<file path="src/rtl/slant_read_scheduler.sv">
// Raster scheduler for the HDMI read side of the slanted 4-bank frame buffer; runs entirely in the Hclk domain.
// Optional build macro SLANT_TEST_PATTERN_EN replaces the overlay colour with eight VDE-aligned vertical colour bars.
module slant_read_scheduler #(
    parameter int H_ACTIVE  = 640,
    parameter int H_FP      = 16,
    parameter int H_SYNC    = 96,
    parameter int H_BP      = 48,
    parameter int V_ACTIVE  = 480,
    parameter int V_FP      = 10,
    parameter int V_SYNC    = 2,
    parameter int V_BP      = 33,
    parameter int READ_LEAD = 4
) (
    input  logic        Hclk,
    input  logic        rstn,
    input  logic        en,
    input  logic        FraimSync,
    input  logic [3:0]  cfg_bank_mask,
    input  logic        cfg_sel,
    input  logic [23:0] cfg_rgb,
    output logic        HVsync,
    output logic        HMemRead,
    output logic        pVDE,
    output logic        VDE,
    output logic        HSync,
    output logic        VSync,
    output logic [3:0]  Mem_cont,
    output logic        Sel,
    output logic [23:0] Sel_RGB,
    output logic [7:0]  frame_cnt,
    output logic        busy
);
    localparam int H_TOTAL = H_ACTIVE + H_FP + H_SYNC + H_BP;
    localparam int V_TOTAL = V_ACTIVE + V_FP + V_SYNC + V_BP;
    localparam int HW      = $clog2(H_TOTAL);
    localparam int VW      = $clog2(V_TOTAL);

    localparam logic [HW-1:0] H_LAST = HW'(H_TOTAL - 1);
    localparam logic [HW-1:0] H_ACT  = HW'(H_ACTIVE);
    localparam logic [HW-1:0] HS_BEG = HW'(H_ACTIVE + H_FP);
    localparam logic [HW-1:0] HS_END = HW'(H_ACTIVE + H_FP + H_SYNC);
    localparam logic [VW-1:0] V_LAST = VW'(V_TOTAL - 1);
    localparam logic [VW-1:0] V_ACT  = VW'(V_ACTIVE);
    localparam logic [VW-1:0] VS_BEG = VW'(V_ACTIVE + V_FP);
    localparam logic [VW-1:0] VS_END = VW'(V_ACTIVE + V_FP + V_SYNC);

    typedef enum logic [1:0] {IDLE = 2'd0, WAIT_FS = 2'd1, RUN = 2'd2} state_t;

    state_t          state_r, state_n;
    logic [HW-1:0]   h_cnt_r, h_n;
    logic [VW-1:0]   v_cnt_r, v_n;
    logic            fs_meta_r, fs_sync_r, fs_prev_r;
    logic            fs_edge_s, load_s, frame_end_s, run_s;
    logic            active_s, hs_low_s, vs_low_s, hvs_n_s;
    logic            hs0_r, vs0_r;
    logic            rd_sr [READ_LEAD];
    logic            hs_sr [READ_LEAD+1];
    logic            vs_sr [READ_LEAD+1];

    assign pVDE  = rd_sr[READ_LEAD-1];
    assign HSync = hs_sr[READ_LEAD];
    assign VSync = vs_sr[READ_LEAD];

    // Next-state, counter advance and frame-boundary decode
    always_comb begin
        state_n     = state_r;
        h_n         = '0;
        v_n         = '0;
        load_s      = 1'b0;
        frame_end_s = 1'b0;
        fs_edge_s   = fs_sync_r ^ fs_prev_r;
        run_s       = (state_r == RUN);
        case (state_r)
            IDLE: begin
                if (en) state_n = WAIT_FS;
                else    state_n = IDLE;
            end
            WAIT_FS: begin
                if (!en) begin
                    state_n = IDLE;
                end else if (fs_edge_s) begin
                    state_n = RUN;
                    load_s  = 1'b1;
                end else begin
                    state_n = WAIT_FS;
                end
            end
            RUN: begin
                frame_end_s = (h_cnt_r == H_LAST) && (v_cnt_r == V_LAST);
                if (h_cnt_r == H_LAST) begin
                    h_n = '0;
                    if (v_cnt_r == V_LAST) v_n = '0;
                    else                   v_n = v_cnt_r + 1'b1;
                end else begin
                    h_n = h_cnt_r + 1'b1;
                    v_n = v_cnt_r;
                end
                if (frame_end_s) begin
                    load_s = 1'b1;
                    if (en) state_n = RUN;
                    else    state_n = IDLE;
                end else begin
                    state_n = RUN;
                end
            end
            default: state_n = IDLE;
        endcase
        active_s = run_s && (v_cnt_r < V_ACT) && (h_cnt_r < H_ACT);
        hs_low_s = run_s && (h_cnt_r >= HS_BEG) && (h_cnt_r < HS_END);
        vs_low_s = run_s && (v_cnt_r >= VS_BEG) && (v_cnt_r < VS_END);
        hvs_n_s  = (state_n == RUN) && (v_n < V_ACT);
    end

`ifdef SLANT_TEST_PATTERN_EN
    logic [HW-1:0] col0_r;
    logic [HW-1:0] col_sr [READ_LEAD];

    function automatic logic [23:0] bar_colour(input logic [HW-1:0] col);
        logic [23:0] c;
        if (col >= H_ACT) begin
            c = 24'h000000;
        end else begin
            case (3'(col / HW'(H_ACTIVE / 8)))
                3'd0:    c = 24'hFFFFFF;
                3'd1:    c = 24'hFFFF00;
                3'd2:    c = 24'h00FFFF;
                3'd3:    c = 24'h00FF00;
                3'd4:    c = 24'hFF00FF;
                3'd5:    c = 24'hFF0000;
                3'd6:    c = 24'h0000FF;
                default: c = 24'h000000;
            endcase
        end
        return c;
    endfunction

    // Column pipeline so the bar colour lands on the same cycle as VDE
    always_ff @(posedge Hclk or negedge rstn) begin
        if (!rstn) begin
            col0_r  <= '0;
            Sel_RGB <= 24'h000000;
            for (int i = 0; i < READ_LEAD; i++) col_sr[i] <= '0;
        end else begin
            col0_r    <= h_cnt_r;
            col_sr[0] <= col0_r;
            for (int i = 1; i < READ_LEAD; i++) col_sr[i] <= col_sr[i-1];
            Sel_RGB <= bar_colour(col_sr[READ_LEAD-1]);
        end
    end
`else
    // Overlay colour is shadowed with the rest of the configuration
    always_ff @(posedge Hclk or negedge rstn) begin
        if (!rstn) Sel_RGB <= 24'h000000;
        else if (load_s) Sel_RGB <= cfg_rgb;
    end
`endif

    // FSM, raster counters, strobes, delay lines and shadow configuration
    always_ff @(posedge Hclk or negedge rstn) begin
        if (!rstn) begin
            state_r   <= IDLE;
            h_cnt_r   <= '0;
            v_cnt_r   <= '0;
            fs_meta_r <= 1'b0;
            fs_sync_r <= 1'b0;
            fs_prev_r <= 1'b0;
            busy      <= 1'b0;
            HVsync    <= 1'b0;
            HMemRead  <= 1'b0;
            VDE       <= 1'b0;
            hs0_r     <= 1'b1;
            vs0_r     <= 1'b1;
            Mem_cont  <= 4'hF;
            Sel       <= 1'b0;
            frame_cnt <= 8'd0;
            for (int i = 0; i < READ_LEAD; i++) rd_sr[i] <= 1'b0;
            for (int i = 0; i <= READ_LEAD; i++) begin
                hs_sr[i] <= 1'b1;
                vs_sr[i] <= 1'b1;
            end
        end else begin
            fs_meta_r <= FraimSync;
            fs_sync_r <= fs_meta_r;
            fs_prev_r <= fs_sync_r;
            state_r   <= state_n;
            h_cnt_r   <= h_n;
            v_cnt_r   <= v_n;
            busy      <= (state_n == RUN);
            HVsync    <= hvs_n_s;
            HMemRead  <= active_s;
            hs0_r     <= ~hs_low_s;
            vs0_r     <= ~vs_low_s;
            // Delay lines keep shifting outside RUN so in-flight pixels drain
            rd_sr[0]  <= HMemRead;
            hs_sr[0]  <= hs0_r;
            vs_sr[0]  <= vs0_r;
            for (int i = 1; i < READ_LEAD; i++) rd_sr[i] <= rd_sr[i-1];
            for (int i = 1; i <= READ_LEAD; i++) begin
                hs_sr[i] <= hs_sr[i-1];
                vs_sr[i] <= vs_sr[i-1];
            end
            VDE <= rd_sr[READ_LEAD-1];
            if (load_s) begin
                Mem_cont <= cfg_bank_mask;
                Sel      <= cfg_sel;
            end
            if (frame_end_s) frame_cnt <= frame_cnt + 8'd1;
        end
    end
endmodule
</file>
<file path="config.mk">
export PLATFORM = sky130hd
export DESIGN_NAME = slant_read_scheduler
export DESIGN_NICKNAME = d
export VERILOG_FILES = /design/src/rtl/slant_read_scheduler.sv
export SDC_FILE = /design/constraint.sdc
export NUM_CORES = 1
export LEC_CHECK = 0
export ABC_AREA = 1
export CAP_MARGIN = 20
export CORE_UTILIZATION = 50
export DETAILED_ROUTE_END_ITERATION = 6
export PLACE_DENSITY = 0.79
export SLEW_MARGIN = 15
export SYNTH_ARGS = -nofsm -noshare
export SYNTH_HDL_FRONTEND = slang
export SYNTH_SLANG_ARGS = --single-unit
</file>
<file path="constraint.sdc">
create_clock -name Hclk -period 2.9 [get_ports Hclk]
set_input_delay 0.58 -clock Hclk [delete_from_list [all_inputs] [get_ports Hclk]]
set_output_delay 0.58 -clock Hclk [all_outputs]
set_load 0.005 [all_outputs]
</file>
# Word-level counts from Yosys, hierarchy flattened
# Index checks and enable logic that the tools add are counted.
dict set report totals {
  register_bits 82
  input_bits 33
  out_inout_bits 44
  wordCells 73
}
dict set report classes {
  addsub 3
  n_lt_le_gt_ge 7
  eq_ne 5
  n_mux 16
  n_bitwise 3
  reduce_logical 9
}
# operator count
set op_table {}
lappend op_table {{$mux 10} 5}
lappend op_table {{$lt 10x9->1 const B} 3}
lappend op_table {{$add 10x1->10 const B} 2}
lappend op_table {{$eq 10x10->1 const B} 2}
lappend op_table {{$lt 10x10->1 const B} 2}
lappend op_table {{$ge 10x10->1 const B} 1}
lappend op_table {{$ge 10x9->1 const B} 1}
lappend op_table {{$add 8x1->8 const B} 1}
lappend op_table {{$logic_and 1x1->1} 8}
lappend op_table {{$mux 2} 4}
lappend op_table {{$pmux 2 s3} 1}
lappend op_table {{$mux 1} 5}
lappend op_table {{$eq 2x2->1 const B} 2}
lappend op_table {{$eq 2x1->1 const B} 1}
lappend op_table {{$logic_not 2->1} 1}
lappend op_table {{$not 1->1} 2}
lappend op_table {{$pmux 1 s2} 1}
lappend op_table {{$xor 1x1->1} 1}

# Depth between registers and ports, before layout
dict set report logic_depth {
  ltp_word 6
  mapped_depth 13
  depth_no_buf 13
}

# Worst setup path after synthesis
# OpenSTA, ideal clock, no wires.
dict set report synth_timing {
  path_type {reg2reg}
  start {register h_cnt_r[0]}
  end {register Sel_RGB[13]}
  setup_time_ps 116
  arrival_ps 1532
  required_ps 2784
  slack_ps 1251
  stages_incl_launch_ff 13
  path_buffers 2
  period_less_slack_ps 1649
  path_cell_list {dfrtp_1 -> ha_1 -> nand2_1 -> nor2_2 -> nand3_2 -> nor2_2 -> nand2_2 -> nand2_2 -> nand2_2 -> buf_6 -> buf_6 -> nand2_1 -> nand2_1}
}
dict set report synth_via {
  elab_chain_len 4
}
# item line
set synth_rtl {}
lappend synth_rtl {{from (decl)} 50} ;# logic [HW-1:0] h_cnt_r, h_n;
lappend synth_rtl {{from (signal assigned)} 186} ;# h_cnt_r <= h_n;
lappend synth_rtl {{$eq 10x10->1} 89} ;# frame_end_s = (h_cnt_r == H_LAST) && (v_cnt_r == V_LAST);
lappend synth_rtl {{$logic_and 1x1->1} 89}
lappend synth_rtl {{$mux 1} 98} ;# if (frame_end_s) begin
lappend synth_rtl {{$pmux 1 s2} 73} ;# case (state_r)
lappend synth_rtl {{to (signal assigned)} 154} ;# else if (load_s) Sel_RGB <= cfg_rgb;
lappend synth_rtl {{to (decl)} 29} ;# output logic [23:0] Sel_RGB,
# No other way between the ends.
# A chain may end at the register's enable or synchronous reset.

# Worst setup path in the final report
dict set report layout_timing {
  start {register state_r[0]}
  end {register v_cnt_r[1]}
}
dict set report layout_via {
  elab_chain_len 2
}
# item line
set layout_rtl {}
lappend layout_rtl {{from (decl)} 49} ;# state_t state_r, state_n;
lappend layout_rtl {{from (signal assigned)} 185} ;# state_r <= state_n;
lappend layout_rtl {{$eq 2x2->1} 73}
lappend layout_rtl {{$mux 10} 73}
lappend layout_rtl {{to (signal assigned)} 187} ;# v_cnt_r <= v_n;
lappend layout_rtl {{to (decl)} 51} ;# logic [VW-1:0] v_cnt_r, v_n;
# No other way between the ends.

==> results.py <==
metrics = {
    "status": {
        "status": "complete, no violations",
    },
    "synth": {
        "yosys_warnings": 0,
        "synth-seq-cells": 82,
        "yosysTopAreaCellShare_pct": 46.3,
        "synth_area_leaders": "dfrtp_1, nand2_1, dfstp_2, nand3_1, inv_1",
        "synth_area_per_cell_um2": 9.06,
        "mappedNetlistArea_mm2": 0.00357,
        "synthCells": 394,
        "seq_area_frac_synth_pct": 58.1,
        "yosysTopAreaCell": "dfrtp_1",
        "synth_nets": 436,
        "synth_cell_types": 28,
    },
    "sta": {
        "setup_viol": 0,
        "finalMaxSlewViolations": 0,
        "hold_viol": 0,
        "worst_pin_slew_ns": 0.519,
        "slew_headroom_pct": 65.1,
        "skew_ns": 0.0116,
        "fin_crit_sh_pct": 69.9,
        "rsz0062_at_grt": "no",
        "tns_ns": 0,
        "max_freq_ghz": 0.493,
        "min_period_ns": 2.03,
    },
    "global_route": {
        "antenna_found_initial": 0,
        "grt_remaining_overflow": 0,
        "grt_usage_pct": 20.9,
        "grt_first_pass_wirelength_mm": 11.9,
        "grt_max_degree": 83,
        "grt_pass1_vias": 2717,
    },
    "routing": {
        "wl_per_cell_um": 12.7,
        "first_iter_violations": 163,
        "viasPerCell": 4.93,
        "drt-pass1-iter-count": 4,
        "routed_wl_mm": 7.28,
        "via_count": 2834,
        "drc": 0,
        "ant_nets": 0,
    },
    "final_layout": {
        "multi_input_area_mm2": 0.00127,
        "antennaDiodeCount": 0,
        "regArea_mm2": 0.00207,
        "fin_cells": 575,
        "drive_gt1_share_pct": 9.60,
        "final_cell_mix": "nand2_1, clkdlybuf4s50_1, dfrtp_1",
        "n_fill_cell": 554,
        "finalNetCount": 516,
        "final_common_cell": "nand2_1",
        "areaGrowthSynthToFinish_pct": 29.6,
    },
    "critical_path": {
        "path_cells": "inv_1 -> ha_1 -> clkinv_1 -> nor2_1 -> inv_1 -> o21ai_0",
        "cp_num_buf_inv": 3,
        "cp_max_fo": 9,
        "cp_slowest_cell": "dfrtp_1",
        "crit_path_end_kind": "register",
        "r2r_cells": 6,
        "crit_type": "reg2reg",
        "cp_slowest_stage_delay_ns": 0.42,
        "r2r-end": "v_cnt_r[1]",
        "cp_top_family": "buffers and inverters",
        "cp-start-kind": "register",
        "arrival_ns": 2.28,
        "worstPathRequired_ns": 3.15,
        "ff2ff_setup_slack_ns": 0.87,
        "cpMostUsedCell": "inv_1",
        "timing.rr.start": "state_r[0]",
    },
    "clock_tree": {
        "root_buffer": "clkbuf_8",
        "ctsHoldBuffers": 0,
        "htreeDepth": 3,
        "cts-resized-gates": 0,
        "cts_tree": "done",
        "cts.sinks": 82,
        "post_cts_buffers": 0,
        "cts_buffers": 9,
        "clk_pin_slew_worst_paths_ns": 0.09,
        "cts_buffer_depth": 2,
        "clock_latency_ns": 0.34,
    },
    "floorplanning": {
        "ioPinCount": 77,
        "dieArea_mm2": 0.00748,
        "start_util_pct": 52.2,
        "num_rows": 30,
        "core_mm2": 0.00683,
        "die_x_um": 86.5,
        "die_h_um": 86.5,
    },
    "pwr": {
        "powerDensity_mw_per_mm2": 725,
        "vdd_drop_max_mv": 0.387,
        "total_power_mw": 3.35,
        "p_leak_nw": 2.17,
    },
    "run": {
        "maxCapViolations": 0,
    },
    "placement": {
        "gp_congestion": 0.907,
        "port_buffers": 76,
        "dp.cells": 558,
        "hpwl_mm": 5.07,
    },
    "worst_hold_path": {
        "hold_class": "in2async",
    },
}
area by class of cell:
type	count	share of cell area [%]
tap	96	2.60
clock inverter	6	1.43
inverter	41	3.33
multi-input combinational	261	27.5
sequential	82	44.8
timing repair buffer	79	17.3
clock buffer	10	2.98
cells by family (layout without fill, tap and decap cells):
group / count (synthesis) / count (layout) / synth area share [%]
simple gates: 222 / 222 / 26.4
compound gates: 15 / 15 / 2.35
fa+ha+maj: 9 / 9 / 3.16
mux: 1 / 1 / 0.316
buf+inv: 51 / 136 / 6.24
xor+xnor: 14 / 14 / 3.44
flops: 82 / 82 / 58.1
per-layer routing:
metal  up-vias  track usage (%)  part of all wire (%)  wire length (um)
li1       1398                -                     -                 -
met1      1353             26.6                    45              3280
met2        78             34.2                    49              3560
met3         5             4.19                   5.0               367
met4         0             10.3                   1.1                80
met5         -                0                     0                 0
power breakdown:
group | internal [mW] | switching, mW
clock | 0.423 | 0.410
sequential | 1.40 | 0.124
combinational | 0.503 | 0.494
how the worst max path moves through the flow:
| stage | start | to | slack (ns) | cells past startpoint |
|---|---|---|---|---|
| final | state_r[0] | v_cnt_r[1] | 0.87 | 6 |
| after global routing | h_cnt_r[0] | Sel_RGB[3] | 0.63 | 10 |
| after CTS | h_cnt_r[0] | Sel_RGB[3] | 0.88 | 10 |
| after detailed placement | en | Sel_RGB[3] | 0.82 | 8 |
| after global placement | en | Sel_RGB[6] | 0.90 | 8 |
| after floorplan | h_cnt_r[0] | Sel_RGB[13] | 1.25 | 12 |
flip-flops by register name (all words and copies together), names as in the netlist, 2 cells and up:
| signal | cells |
|---|---|
| Mem_cont | 4 |
| Sel_RGB | 24 |
| frame_cnt | 8 |
| h_cnt_r | 10 |
| hs_sr | 4 |
| rd_sr | 3 |
| state_r | 2 |
| v_cnt_r | 10 |
| vs_sr | 4 |
per-stage QoR:
stage / hold slack [ns] / worst slack (ns) / util [%] / area [um^2]
after global placement: 0.333 / 0.904 / 64.3 / 4390
after detailed placement: 0.335 / 0.817 / 64.3 / 4390
after floorplan: 0.284 / 1.25 / - / 3570
after global routing: 0.151 / 0.632 / 67.7 / 4620
after CTS: 0.355 / 0.875 / 67.3 / 4600
final: 0.141 / 0.872 / 67.7 / 4620
worst reg2reg max path, delay by kind of cell (launching register included):
kind	cells	cell delay, ns
buffers and inverters	3	0.65
and+or+nand+nor	1	0.29
adders and majority gates	1	0.34
DFF	1	0.42
AOI/OAI and AO/OA	1	0.24
cells in the mapped netlist, drive strengths merged:
library cell and n:
nand3 48, xor2 11, mux2 1, a22oi 1, clkbuf 2, nand4 4, o21ai 6, nor3 5
a21oi 5, dfstp 16, nand3b 1, nor4 3, a2111oi 1, xnor2 3, nand2 119, dfrtp 66
buf 8, ha 9, inv 40, o22ai 2, nor2 42, clkinv 1
Power figures use the tool's default switching activity.
==> edit 1, RTL diff (config.mk and constraints unchanged) <==
Put a register stage on the outputs `pVDE`, `HSync` and `VSync`. The values now appear one clock later. The other outputs are not delayed to match.
--- a/src/rtl/slant_read_scheduler.sv
+++ b/src/rtl/slant_read_scheduler.sv
@@ -58,7 +58,9 @@
     logic            vs_sr [READ_LEAD+1];
 
-    assign pVDE  = rd_sr[READ_LEAD-1];
-    assign HSync = hs_sr[READ_LEAD];
-    assign VSync = vs_sr[READ_LEAD];
+    always_ff @(posedge Hclk) begin
+        pVDE  <= rd_sr[READ_LEAD-1];
+        HSync <= hs_sr[READ_LEAD];
+        VSync <= vs_sr[READ_LEAD];
+    end
 
     // Next-state, counter advance and frame-boundary decode
Check against the original RTL: not equivalent (Yosys sat finds a counterexample within 10 cycles, from zero or initial values and one cycle with rstn low).
==> edit 1 against the original RTL <==
- critical path depth increased by 5
- routed wire length about the same
- sequential cell count increased by 3
- hold slack improved by 210 ps
- critical path type unchanged
- setup slack improved by 9.2 ps
- highest routed layer unchanged
- clock power increased by 0.8%
- synthesized area increased by 3.8%
- design area increased by 2.5%
- total power increased by 2.7%
==> edit 1: results (changes against the original RTL) <==
* Status: completed
* Leading cell types by count after synthesis: 98 x nand2_1, 66 x dfrtp_1, 45 x nand3_1
* Metal2 WL at 3490 um (-1.8%)
* Violation count after the first detailed-routing iteration at 136 (-17%)
* Ys Warns at 0 (unchanged)
* Worst Clk Skew at 8.81 ps (-2.77 ps)
* Seq/Total Area, Yosys at 0.575 (-0.00516)
* Max-Cap Viols at 0 (unchanged)
* P_sw at 1.06 mW (+2.9%)
* Crit Path Max Fanout at 29 (+20)
* Top sig layer: met4
* Hold WS at 351 ps (+210 ps)
* CTS buffer count at 9 (unchanged)
* Syn Area/Cell at 9.52 um^2 (+5.2%)
* Critical path's top delay family: simple AND/OR/NAND/NOR gates
* Vias in the first global route at 2630 (-3.2%)
* Reg with most FFs: Sel_RGB
* Total Routing Usage GR at 0.197 (-0.0118)
* Clk root buf: clkbuf_8
* Ys async rst share at 0.965 (-0.0353)
* Ant. Diodes at 0 (unchanged)
* Largest net degree at the start of global routing at 76 (-8.4%)
* Later-pin clock latency in the skew report at 350 ps
* H-Tree Depth at 3 (unchanged)
* Post-synth top flop: dfrtp_1
* Pleak at 2.24 nW (+3.2%)
* Cts repair resizes at 0 (unchanged)
* Antenna violations before repair at 0 (unchanged)
* HPWL Detailed at 5130 um (+1.2%)
* Largest regs: Sel_RGB x24, h_cnt_r x10, v_cnt_r x10
* Vias/cell at 4.87 (-1.1%)
* DR WL met3 at 396 um (+7.9%)
* CP arrival at 2310 ps (+30 ps)
* Post-Route M1 WL at 3330 um (+1.6%)
* Ranking of synthesized cells by area: dfrtp_1 45%, dfstp_2 11%, nand2_1 9.9%
* Met3 usage at 0.0490 (+0.00711)
* M1 GR Usage at 0.259 (-0.00703)
* IO Port Bufs at 76 (unchanged)
* Placed cells at 557 (-0.18%)
* Postcts setup bufs at 0 (unchanged)
* Slowest stage delay, CP at ~400 ps
* Grt met2 use at 0.327 (-0.0150)
* First-pass GRT wire length at 11800 um (-0.93%)
* Clock buffer depth at 2 (unchanged)
* Final #Nets at 511 (-0.97%)
* Routed length per instance at 12.7 um (+0.36%)
* Crit-path slowest cell: dfrtp_1
* Non-Filler Instances at 573 (-0.35%)
* Share of cells above drive strength 1 at 0.124 (+0.0284)
* Peak VDD IR at 0.579 mV (+50%)
* Unique masters post-synth at 36 (+29%)
* HP Class: register to register
* Synth Net Count at 431 (-1.1%)
* Drt pass-1 iters at 4 (unchanged)
* Clock transition at path regs at 80 ps
* Placer Congestion at 0.830 (-8.5%)
* Slew @ Worst Pin at 909 ps (+390 ps)
* R2R setup slack at just under 900 ps
## edit 1: cell count changes in the layout (fill, tap and decap cells not counted), moves of 3 or more
cell	unedited run	this run
clkinv_4	3	0
o21ai_0	6	2
nor2_1	39	34
inv_1	39	43
nand2_2	4	11
xor2_1	11	8
dfxtp_1	0	3
nand2_1	115	98
## edit 1: logic make-up (layout without fill, tap and decap cells)
kind of cell,count (synthesis),after routing,share of synthesized area
mux,2,2,0.00608
fa+ha+maj,9,9,0.0304
simple gates,211,211,0.268
buf+inv,54,139,0.0638
xor+xnor,11,11,0.0260
flops,85,85,0.575
compound gates,17,17,0.0304
## edit 1: worst paths after layout
kind / startpoint / endpoint / cells after the start
worst max-delay path: v_cnt_r[1] / Sel_RGB[20] / 11
worst min-delay path: rd_sr[3] / rd_sr[2] / 0
worst max register to register: v_cnt_r[1] / Sel_RGB[20] / 11
worst min register to register: rd_sr[3] / rd_sr[2] / 0
max in group asynchronous: rstn / vs_sr[1] / 2
min in group asynchronous: rstn / frame_cnt[5] / 1
## edit 1: metrics by stage
stage / area (um^2) / worst slack (ps)
2_1_floorplan: 3700 / 1180
3_3_place_gp: 4540 / 956
5_1_grt: 4740 / 700
6_report: 4740 / 881
4_1_cts: 4740 / 880
3_5_place_dp: 4540 / 904
## edit 1: cell type report
type,count,area [um^2]
Fill cell,605,2480
Sequential cell,85,2130
Multi-Input combinational cell,250,1340
Timing Repair Buffer,79,781
Inverter,44,165
Clock buffer,11,141
Tap cell,99,124
Clock inverter,5,58.8
## edit 1: power groups by stage
stage | Clock, mW | Combinational (mW) | Sequential (mW)
floorplan | 0 | 0.451 | 1.61
global placement | 0 | 0.990 | 1.60
detailed placement | 0 | 1.02 | 1.61
CTS | 0.859 | 1.02 | 1.59
global route | 0.901 | 1.13 | 1.62
finish | 0.840 | 1.02 | 1.58
==> edit 2, RTL diff (same settings) <==
Without the edit above. The parameter `V_BP` goes from 33 to 66.
--- a/src/rtl/slant_read_scheduler.sv
+++ b/src/rtl/slant_read_scheduler.sv
@@ -9,5 +9,5 @@
     parameter int V_FP      = 10,
     parameter int V_SYNC    = 2,
-    parameter int V_BP      = 33,
+    parameter int V_BP      = 66,
     parameter int READ_LEAD = 4
 ) (
Function: no difference found for any inputs over 10 cycles, from zero or initial values and one cycle with rstn low; that may be too few to reach the edited logic, so the function may still have changed.
==> edit 2 against the original RTL <==
- design area decreased by 1.5%
- count of clock-buffer cells in the layout unchanged
- synthesized area decreased by 1.2%
- setup slack improved by 14 ps
- hold slack improved by 170 ps
- utilization decreased by 0.62 points
- largest cell class unchanged
- routed wire length decreased by 2.9%
- non-clock buffer count increased by 1
- total power decreased by 1.6%
- sequential share of layout area increased by 0.66 points
- sequential cell count unchanged
- sequential power about the same
- clock power decreased by 7.2%
==> edit 2: results (changes against the original RTL) <==
* Status: completed
* Grt met2 use at 0.323 (-0.0188)
* Leading cell types by count after synthesis: 99 x nand2_1, 66 x dfrtp_1, 45 x nand3_1
* Later-pin clock latency in the skew report at 360 ps (+20 ps)
* Pleak at 2.12 nW (-2.5%)
* Non-Filler Instances at 554 (-3.7%)
* M1 GR Usage at 0.267 (+0.00111)
* Postcts setup bufs at 0 (unchanged)
* Largest net degree at the start of global routing at 76 (-8.4%)
* Synth Net Count at 414 (-5.0%)
* Seq/Total Area, Yosys at 0.587 (+0.00680)
* Share of cells above drive strength 1 at 0.109 (+0.0131)
* Placed cells at 538 (-3.6%)
* Worst Clk Skew at 11.3 ps (-0.273 ps)
* Total Routing Usage GR at 0.207 (-0.00207)
* Worst Reg-to-Reg Cells at 11 (+5)
* Worst reg2reg startpoint: v_cnt_r[1]
* Slew @ Worst Pin at 935 ps (+416 ps)
* Placer Congestion at 0.857 (-5.5%)
* FILL cells at 537 (-3.1%)
* Unique masters post-synth at 30 (+7.1%)
* Crit Path Max Fanout at 29 (+20)
* Via count at 2697 (-4.8%)
* Hold WS at 314 ps (+174 ps)
* Total wire length at 7070 um (-2.9%)
* Post-Route Utilization at 0.671 (-0.00621)
* Vias in the first global route at 2596 (-4.5%)
* Reg2Reg Capture Point: Sel_RGB[3]
* Ranking of synthesized cells by area: dfrtp_1 47%, dfstp_2 12%, nand2_1 11%
* Top-area cell type share of the netlist area at 0.468 (+0.00542)
* Met3 usage at 0.0549 (+0.0130)
-- edit 2: cell count changes after synthesis, moves of 2 or more --
cell	delta
inv_1	-4
xor2_1	-2
nor4_1	-3
xnor2_1	+2
clkbuf_1	+2
nor2_1	-4
buf_2	-2
o22ai_1	+2
nand2_1	-16
nand3_1	-2
nor3_1	+4
o211ai_1	+2
o21ai_0	-2
-- edit 2: worst max-delay path by stage --
stage / startpoint / to / slack [ps] / cells past startpoint
2_1_floorplan: v_cnt_r[1] / Sel_RGB[13] / 1170 / 13
4_1_cts: v_cnt_r[1] / Sel_RGB[17] / 860 / 11
5_1_grt: v_cnt_r[1] / Sel_RGB[0] / 630 / 11
3_5_place_dp: en / Sel_RGB[17] / 820 / 8
3_3_place_gp: en / Sel_RGB[5] / 880 / 8
6_report: v_cnt_r[1] / Sel_RGB[3] / 890 / 11
-- edit 2: where the power goes --
part	total, mW	internal, mW	switching [mW]	leakage, nW
clock network	0.773	0.344	0.429	0.0948
registers	1.52	1.40	0.126	1.04
logic	0.999	0.500	0.499	0.980
total	3.30	2.24	1.05	2.12
-- edit 2: logic make-up after synthesis --
kind of cell / share of synthesized area
buffers and inverters: 0.0571
multiplexers: 0.00638
adder cells (fa/ha/maj): 0.0319
AO/OA/AOI/OAI: 0.0287
XOR/XNOR: 0.0348
AND/OR/NAND/NOR: 0.254
flip-flops: 0.587
-- edit 2: critical path, delay by kind of cell (launching register included) --
family	cells	cell delay [ps]
simple gates	8	1210
flops	1	410
fa+ha+maj	1	150
buf+inv	2	140
-- edit 2: area by class of cell --
cell class                 instances  share of cell area
clock buffer                      10              0.0302
clock inverter                     6              0.0110
inverter                          36              0.0297
multi-input combinational        244               0.275
sequential                        82               0.455
tap                               96              0.0264
timing repair buffer              80               0.173
-- edit 2: through the flow --
step | power, mW | worst slack [ps]
after floorplan | 1.97 | 1170
after global placement | 2.51 | 881
after detailed placement | 2.54 | 824
after CTS | 3.32 | 862
after global routing | 3.50 | 628
final | 3.30 | 885
-- edit 2: layer usage --
metal | part of all wire | vias to the layer above
li1 | - | 1344
met1 | 0.46 | 1271
met2 | 0.47 | 68
met3 | 0.048 | 14
met4 | 0.022 | 0
met5 | 0 | -
